`src/rtl/uart_mem_dump_if.sv`:
```
// Bundled control, status, memory-read and serial-line signals of the UART memory dumper.
// master = the dumper itself, slave = the host/memory side.
interface uart_mem_dump_if #(
  parameter int ADDR_W = 14
);
  logic              start;
  logic [ADDR_W-1:0] base_adr;
  logic [ADDR_W:0]   word_cnt;
  logic              busy;
  logic              done;
  logic              mem_ren_o;
  logic [ADDR_W-1:0] mem_adr_o;
  logic [31:0]       mem_dat_i;
  logic              tx;

  modport master (
    input  start, base_adr, word_cnt, mem_dat_i,
    output busy, done, mem_ren_o, mem_adr_o, tx
  );

  modport slave (
    output start, base_adr, word_cnt, mem_dat_i,
    input  busy, done, mem_ren_o, mem_adr_o, tx
  );
endinterface

```
`src/rtl/uart_mem_dump.sv`:
```
// Reads word_cnt 32-bit words from a sync-read RAM and sends them 8N1, LSB first, little-endian.
// Optional trailing XOR checksum frame when UART_DUMP_CHECKSUM_EN is defined.
module uart_mem_dump #(
  parameter int CLK_FREQ = 23_000_000,
  parameter int BAUD     = 128_000,
  parameter int ADDR_W   = 14
) (
  input  logic              clk,
  input  logic              rst,
  uart_mem_dump_if.master   bus
);

  localparam int CLKS_PER_BIT = CLK_FREQ / BAUD;
  localparam int BAUD_W       = $clog2(CLKS_PER_BIT);
  localparam logic [BAUD_W-1:0] BAUD_RELOAD = BAUD_W'(CLKS_PER_BIT - 1);

  typedef enum logic [2:0] {
    S_IDLE,
    S_FETCH,
    S_WAIT,
    S_LOAD,
    S_START,
    S_DATA,
    S_STOP,
    S_NEXT
  } state_t;

  state_t            state;
  logic [ADDR_W-1:0] addr;
  logic [ADDR_W:0]   remaining;
  logic [31:0]       shift_word;
  logic [BAUD_W-1:0] baud_cnt;
  logic [2:0]        bit_idx;
  logic [1:0]        byte_idx;
  logic              tx_r;
  logic              busy_r;
  logic              done_r;
  logic              ren_r;
  logic [ADDR_W-1:0] adr_r;
`ifdef UART_DUMP_CHECKSUM_EN
  logic [7:0]        csum;
  logic              csum_phase;
`endif

  assign bus.tx        = tx_r;
  assign bus.busy      = busy_r;
  assign bus.done      = done_r;
  assign bus.mem_ren_o = ren_r;
  assign bus.mem_adr_o = adr_r;

  // NOTE: all state and outputs are registered here with <= so every field updates on
  // the same edge; blocking assignments would make results depend on statement order.
  always_ff @(posedge clk or posedge rst) begin
    if (rst) begin
      state      <= S_IDLE;
      addr       <= '0;
      remaining  <= '0;
      shift_word <= '0;
      baud_cnt   <= '0;
      bit_idx    <= '0;
      byte_idx   <= '0;
      tx_r       <= 1'b1;
      busy_r     <= 1'b0;
      done_r     <= 1'b0;
      ren_r      <= 1'b0;
      adr_r      <= '0;
`ifdef UART_DUMP_CHECKSUM_EN
      csum       <= '0;
      csum_phase <= 1'b0;
`endif
    end else begin
      done_r <= 1'b0;
      ren_r  <= 1'b0;
      case (state)
        S_IDLE: begin
          if (bus.start) begin
            addr      <= bus.base_adr;
            remaining <= bus.word_cnt;
`ifdef UART_DUMP_CHECKSUM_EN
            csum       <= '0;
            csum_phase <= 1'b0;
`endif
            if (bus.word_cnt == '0) begin
              done_r <= 1'b1;
            end else begin
              busy_r <= 1'b1;
              ren_r  <= 1'b1;
              adr_r  <= bus.base_adr;
              state  <= S_FETCH;
            end
          end
        end

        S_FETCH: state <= S_WAIT;

        // Read data is only guaranteed in the cycle after the strobe, so it is captured
        // on the edge that enters LOAD.
        S_WAIT: begin
          shift_word <= bus.mem_dat_i;
`ifdef UART_DUMP_CHECKSUM_EN
          csum <= csum ^ bus.mem_dat_i[7:0] ^ bus.mem_dat_i[15:8]
                       ^ bus.mem_dat_i[23:16] ^ bus.mem_dat_i[31:24];
`endif
          state <= S_LOAD;
        end

        S_LOAD: begin
          byte_idx <= '0;
          tx_r     <= 1'b0;
          baud_cnt <= BAUD_RELOAD;
          state    <= S_START;
        end

        S_START: begin
          if (baud_cnt == '0) begin
            tx_r       <= shift_word[0];
            shift_word <= shift_word >> 1;
            bit_idx    <= '0;
            baud_cnt   <= BAUD_RELOAD;
            state      <= S_DATA;
          end else begin
            baud_cnt <= baud_cnt - BAUD_W'(1);
          end
        end

        // The word shifts right once per data bit, so after eight bits the next byte
        // already sits in the low bits.
        S_DATA: begin
          if (baud_cnt == '0) begin
            baud_cnt <= BAUD_RELOAD;
            if (bit_idx == 3'd7) begin
              tx_r  <= 1'b1;
              state <= S_STOP;
            end else begin
              tx_r       <= shift_word[0];
              shift_word <= shift_word >> 1;
              bit_idx    <= bit_idx + 3'd1;
            end
          end else begin
            baud_cnt <= baud_cnt - BAUD_W'(1);
          end
        end

        S_STOP: begin
          if (baud_cnt == '0) begin
            if (byte_idx != 2'd3) begin
              byte_idx <= byte_idx + 2'd1;
              tx_r     <= 1'b0;
              baud_cnt <= BAUD_RELOAD;
              state    <= S_START;
            end else begin
`ifdef UART_DUMP_CHECKSUM_EN
              if (csum_phase) begin
                busy_r <= 1'b0;
                done_r <= 1'b1;
                state  <= S_IDLE;
              end else begin
                state <= S_NEXT;
              end
`else
              state <= S_NEXT;
`endif
            end
          end else begin
            baud_cnt <= baud_cnt - BAUD_W'(1);
          end
        end

        S_NEXT: begin
          remaining <= remaining - (ADDR_W + 1)'(1);
          if (remaining != (ADDR_W + 1)'(1)) begin
            addr  <= addr + ADDR_W'(1);
            adr_r <= addr + ADDR_W'(1);
            ren_r <= 1'b1;
            state <= S_FETCH;
          end else begin
`ifdef UART_DUMP_CHECKSUM_EN
            // Checksum goes out as a single-byte frame: byte index 3 ends it after one stop.
            shift_word <= {24'h0, csum};
            csum_phase <= 1'b1;
            byte_idx   <= 2'd3;
            tx_r       <= 1'b0;
            baud_cnt   <= BAUD_RELOAD;
            state      <= S_START;
`else
            busy_r <= 1'b0;
            done_r <= 1'b1;
            state  <= S_IDLE;
`endif
          end
        end

        default: state <= S_IDLE;
      endcase
    end
  end

endmodule

```
`src/flat_wrapper.sv`:
```
// flat-port wrapper written by rule: the top's interface ports become plain ports
module uart_mem_dump_flat 
#(
  parameter int CLK_FREQ = 23_000_000,
  parameter int BAUD     = 128_000,
  parameter int ADDR_W   = 14
)
  (clk, rst, bus_start, bus_base_adr, bus_word_cnt, bus_mem_dat_i, bus_busy, bus_done, bus_mem_ren_o, bus_mem_adr_o, bus_tx);
  uart_mem_dump_if #(.ADDR_W(ADDR_W)) bus_i ();
  input  logic clk;
  input  logic rst;
  input wire logic [$bits(bus_i.start)-1:0] bus_start;
  input wire logic [$bits(bus_i.base_adr)-1:0] bus_base_adr;
  input wire logic [$bits(bus_i.word_cnt)-1:0] bus_word_cnt;
  input wire logic [$bits(bus_i.mem_dat_i)-1:0] bus_mem_dat_i;
  output wire logic [$bits(bus_i.busy)-1:0] bus_busy;
  output wire logic [$bits(bus_i.done)-1:0] bus_done;
  output wire logic [$bits(bus_i.mem_ren_o)-1:0] bus_mem_ren_o;
  output wire logic [$bits(bus_i.mem_adr_o)-1:0] bus_mem_adr_o;
  output wire logic [$bits(bus_i.tx)-1:0] bus_tx;
  assign bus_i.start = bus_start;
  assign bus_i.base_adr = bus_base_adr;
  assign bus_i.word_cnt = bus_word_cnt;
  assign bus_i.mem_dat_i = bus_mem_dat_i;
  assign bus_busy = bus_i.busy;
  assign bus_done = bus_i.done;
  assign bus_mem_ren_o = bus_i.mem_ren_o;
  assign bus_mem_adr_o = bus_i.mem_adr_o;
  assign bus_tx = bus_i.tx;
  uart_mem_dump #(.CLK_FREQ(CLK_FREQ), .BAUD(BAUD), .ADDR_W(ADDR_W)) u_core (.clk(clk), .rst(rst), .bus(bus_i));
endmodule
```
`config.mk`:
```
export PLATFORM = sky130hd
export DESIGN_NAME = uart_mem_dump_flat
export DESIGN_NICKNAME = d
export VERILOG_FILES = /design/src/rtl/uart_mem_dump_if.sv /design/src/rtl/uart_mem_dump.sv /design/src/flat_wrapper.sv
export SDC_FILE = /design/constraint.sdc
export NUM_CORES = 1
export LEC_CHECK = 0
export CORE_MARGIN = 5
export CORE_UTILIZATION = 32
export CTS_CLUSTER_DIAMETER = 60
export DETAILED_ROUTE_END_ITERATION = 7
export MAX_ROUTING_LAYER = met4
export PLACE_DENSITY_LB_ADDON = 0.08
export SLEW_MARGIN = 30
export SYNTH_ARGS = -nofsm -noshare
export SYNTH_HDL_FRONTEND = slang
export SYNTH_SLANG_ARGS = --single-unit
```
`constraint.sdc`:
```
create_clock -name clk -period 5.7 [get_ports clk]
set_input_delay 1.14 -clock clk [delete_from_list [all_inputs] [get_ports clk]]
set_output_delay 1.14 -clock clk [all_outputs]
set_load 0.05 [all_outputs]
```
# Word-level counts from Yosys, hierarchy flattened
# Cells that the tools add are included.
[totals]
word_cells = 108
regBits = 95
inputBits = 64
mem_bits_rw = 0
romBits = 0
latchBits = 0
mem_count = 0
[op_classes]
n_mul = 0
addsub = 5
n_mux = 50
n_shift = 0
reduce_logical = 20
n_lt_le_gt_ge = 0
n_eq_ne = 21
bitwise_logic = 0
n_div = 0
[ops]
columns = ["op", "count"]
rows = [
  ["32-bit two-way mux", 3],
  ["32-bit one-hot mux with 3 select lines", 1],
  ["14-bit two-way mux", 4],
  ["14-bit one-hot mux with 2 select lines", 2],
  ["15-bit one-hot mux with 2 select lines", 1],
  ["3-bit two-way mux", 9],
  ["8-bit two-way mux", 3],
  ["3-bit one-hot mux with 8 select lines", 1],
  ["8-bit one-hot mux with 3 select lines", 1],
  ["4-bit AND reduction", 4],
  ["3-bit == test (second input constant)", 5],
  ["15-bit zero test", 1],
  ["1-bit two-way mux", 15],
  ["15-bit two-way mux", 1],
  ["15-bit by 1-bit != test with 1-bit output (second input constant)", 1],
  ["15-bit by 1-bit subtractor with 15-bit output (second input constant)", 1],
  ["14-bit by 1-bit adder with 14-bit output (second input constant)", 1],
  ["2-bit by 1-bit != test with 1-bit output (second input constant)", 6],
  ["2-bit != test (second input constant)", 5],
  ["8-bit zero test", 1],
  ["8-bit by 1-bit subtractor with 8-bit output (second input constant)", 1],
  ["3-bit by 2-bit == test with 1-bit output (second input constant)", 2],
  ["2-bit two-way mux", 3],
  ["1-bit one-hot mux with 2 select lines", 3],
  ["other kinds (16)", 21],
]

# Longest topological paths before layout
[depth]
depth_word = 4
depth_mapped = 8
depth_no_buf = 7

# Least setup slack after synthesis
# Ideal clock, no wire load.
[synth_path]
path_kind = "in2reg"
from = "in bus_word_cnt[6]"
to = "reg u_core.adr_r[0], in the netlist u_core.bus.mem_adr_o[0]"
setup_ns = 0.125
stages = 6
arrival_ns = 2.409
t_required_ns = 5.575
slack_ns = 3.166
cell_sequence = "nor4_1 > nand4_1 > nor4_4 > nor2_4 > buf_6 > mux2_4"
[synth_via]
elab_chain_cells = 3
[synth_rtl]
columns = ["item", "line", "rtl"]
rows = [
  ["start: declaration", "flat_wrapper.sv:14", "input wire logic [$bits(bus_i.word_cnt)-1:0] bus_word_cnt;"],
  ["15-bit zero test", "uart_mem_dump.sv:83", "if (bus.word_cnt == '0) begin"],
  ["2-bit != test (no source line)", "--", ""],
  ["4-bit AND reduction (no source line)", "--", ""],
  ["end signal: assignment", "uart_mem_dump.sv:88", "adr_r <= bus.base_adr;"],
  ["end signal: assignment", "uart_mem_dump.sv:173", "adr_r <= addr + ADDR_W'(1);"],
  ["end: declaration", "uart_mem_dump.sv:39", "logic [ADDR_W-1:0] adr_r;"],
]
# No other way between the ends.
# A chain may end at the register's enable or synchronous reset.

# Worst setup path after layout
[layout_path]
from = "in bus_start"
to = "reg u_core.adr_r[7], in the netlist u_core.bus.mem_adr_o[7]"
[layout_via]
elab_chain_cells = 2
[layout_rtl]
columns = ["item", "line", "rtl"]
rows = [
  ["start: declaration", "flat_wrapper.sv:12", "input wire logic [$bits(bus_i.start)-1:0] bus_start;"],
  ["2-bit != test (no source line)", "--", ""],
  ["4-bit AND reduction (no source line)", "--", ""],
]
# No other way between the ends.

==> metrics.yaml <==
path_class: "primary input to flip-flop"
post_cts_resized: 0
rr_worst_depth: 5
core_area_um2: 15300
yosysWarnings: 0
syn_to_final_growth_pct: 25.6
ys_seq_area_share_pct: 47.2
slowest_delay_ns: 0.51
dp_hpwl_um: 8130
r2r_slack_ns: 2.45
fin_skew_ns: 0.00898
setup_viol: 0
grt_usage_pct: 14.0
clk_latency_ns: 0.35
worstSetupEndpointType: "flip-flop"
drv_slew: 0
power_leakage_uw: 0.00264
routed_via_density: 4.97
yosysUniqueCellTypes: 59
hold_path.class: "flip-flop to flip-flop"
vias: 3901
cts_tree: "built"
drive_above_1_share_pct: 9.58
postSynthCellCount: 498
routed_wirelength_um: 11700
path_cells: "clkdlybuf4s50_1 > nor4b_4 > buf_4 > nor2_1 > a21o_2 > nor2_4 > mux2_2"
drt-wirelength-per-cell_um: 14.9
drtIter0Drc: 184
synth.area.top_cells: "dfrtp_1 47%, mux2i_1 7.2%, nor2_1 4.2%"
cts.sink_count: 95
startpoint_type: "primary input"
core.rowCount: 45
fin_crit_sh_pct: 58.1
tns_ns: 0
ys_ff_latch: 95
start_util_pct: 32.9
die-width_um: 135
cts.hold.buffers_added: 0
synth_nets: 570
rsz0062_at_grt: "no"
arrival_ns: 3.54
grt-ovfl-total: 0
synthArstFlopShare_pct: 100
crit_required_ns: 5.93
nets: 641
cp_max_fo: 21
ios: 82
grt_pass1_vias: 4028
fillers: 1549
multi_input_area_um2: 2470
detail_route.first_pass.iterations: 4
maxSlewHeadroom_pct: 38.6
slowest_stage: "clkdlybuf4s50_1"
n_antenna_cell: 0
post_cts_buffers: 0
holdPathStages: 2
cap_violations: 0
port_buffers: 81
cts_buffers: 9
htreeDepth: 3
syn_area_um2: 5040
syn_avg_cell_area_um2: 10.1
grt_max_degree: 65
tightest_slew_ns: 0.921
antenna_found_initial: 0
clockBufferDepth: 2
drc: 0
yosysTopAreaCell: "dfrtp_1"
fmax_ghz: 0.302
min_period_ns: 3.31
ir_drop_uv: 185
grt_pass1_wl_um: 20100
seqCellArea_um2: 2380
finalHoldViolCount: 0
clkTransAtPathRegs_ns: 0.06
gp_congestion: 0.740
post-synth-top-area-fraction_pct: 46.7
ant_nets: 0
synth_edf_count: 0
synth_ff_type: "dfrtp_1"
root_buffer: "clkbuf_16"
die_h_um: 135
die_area_um2: 18400
worst_hold_slack_ns: 0.491
status: "complete, no violations"
p_per_area_nw_per_um2: 530
final cells by class:
| cell class | instances | area share (%) |
|---|---|---|
| Multi-Input combinational cell | 361 | 39.0 |
| Tap cell | 211 | 4.17 |
| Timing Repair Buffer | 84 | 13.2 |
| Clock inverter | 2 | 0.593 |
| Inverter | 18 | 1.11 |
| Clock buffer | 14 | 4.33 |
| Sequential cell | 95 | 37.6 |
critical path, delay by kind of cell:
kind                   cells  cell delay [ns]
AO/OA/AOI/OAI              1             0.39
multiplexers               1             0.39
buffers and inverters      2             0.76
AND/OR/NAND/NOR            3             0.83
cells by family after synthesis:
logic type | share of synthesized area (%)
AO/OA/AOI/OAI | 14.1
buffers and inverters | 4.02
XOR/XNOR | 2.95
multiplexers | 12.4
adder cells (fa/ha/maj) | 1.99
flip-flops | 47.2
AND/OR/NAND/NOR | 17.3
layout by cell type, fill, tap and decap left out, drive strengths merged, types with 3 or more instances in the layout:
master	count
o211ai	5
dfrtp	94
mux2i	36
a211oi	3
o21ai	25
o22ai	3
o311ai	4
o32ai	6
nand2	41
ha	8
xor2	7
nor3	17
mux2	21
a22o	6
a21o	3
a31oi	3
nand3	14
and2	4
buf	3
o31ai	3
a21oi	37
nor4	13
nor2	58
clkbuf	14
nand4	6
inv	18
or3	5
xnor2	10
clkdlybuf4s50	81
registers in the layout, indices dropped and copies added (netlist names), 2 cells and up:
name	count
u_core.state	3
u_core.shift_word	32
u_core.bit_idx	3
u_core.bus.mem_adr_o	14
u_core.baud_cnt	8
u_core.byte_idx	2
u_core.remaining	15
u_core.addr	14
through the flow:
step / total power (uW) / cells / setup WS, ns / util, % / area [um^2]
floorplan: 2380 / 498 / 2.08 / - / 5040
global placement: 2720 / 769 / 2.08 / 39.2 / 6010
detailed placement: 2750 / 769 / 1.98 / 39.2 / 6010
CTS: 3410 / 785 / 2.36 / 41.3 / 6320
global route: 3620 / 785 / 2.24 / 41.3 / 6330
finish: 3350 / 785 / 2.39 / 41.3 / 6330
where the power goes:
| group | total (uW) | internal, uW | switching [uW] | leakage [uW] |
|---|---|---|---|---|
| registers | 1290 | 978 | 317 | 0.00108 |
| clock network | 635 | 377 | 258 | 0.000149 |
| logic | 1420 | 640 | 785 | 0.00140 |
| total | 3350 | 1990 | 1360 | 0.00264 |
cell usage after synthesis, drive strengths merged, types with 13 or more instances:
| master | n |
|---|---|
| nand2 | 41 |
| nand3 | 14 |
| buf | 19 |
| mux2i | 36 |
| o21ai | 25 |
| a21oi | 37 |
| nor4 | 13 |
| inv | 18 |
| nor3 | 17 |
| mux2 | 21 |
| dfrtp | 94 |
| nor2 | 58 |
path summary, 6_finish.rpt:
check,from,endpoint
max in group asynchronous,rst,u_core.bus.mem_adr_o[2]
min in group asynchronous,rst,u_core.shift_word[5]
max,bus_start,u_core.bus.mem_adr_o[7]
min,u_core.bus.tx,u_core.bus.tx
max reg2reg,u_core.state[2],u_core.bus.mem_adr_o[7]
min reg2reg,u_core.bus.tx,u_core.bus.tx
routing by layer:
metal  vias to the layer above  track usage (%)  wire, um
met5                         -                -         0
li1                       1942                -         -
met3                        22             3.86       553
met4                         0             5.94       280
met1                      1854             18.1      5550
met2                        83             20.5      5300
Note: power is estimated with default switching activity, not from simulation.
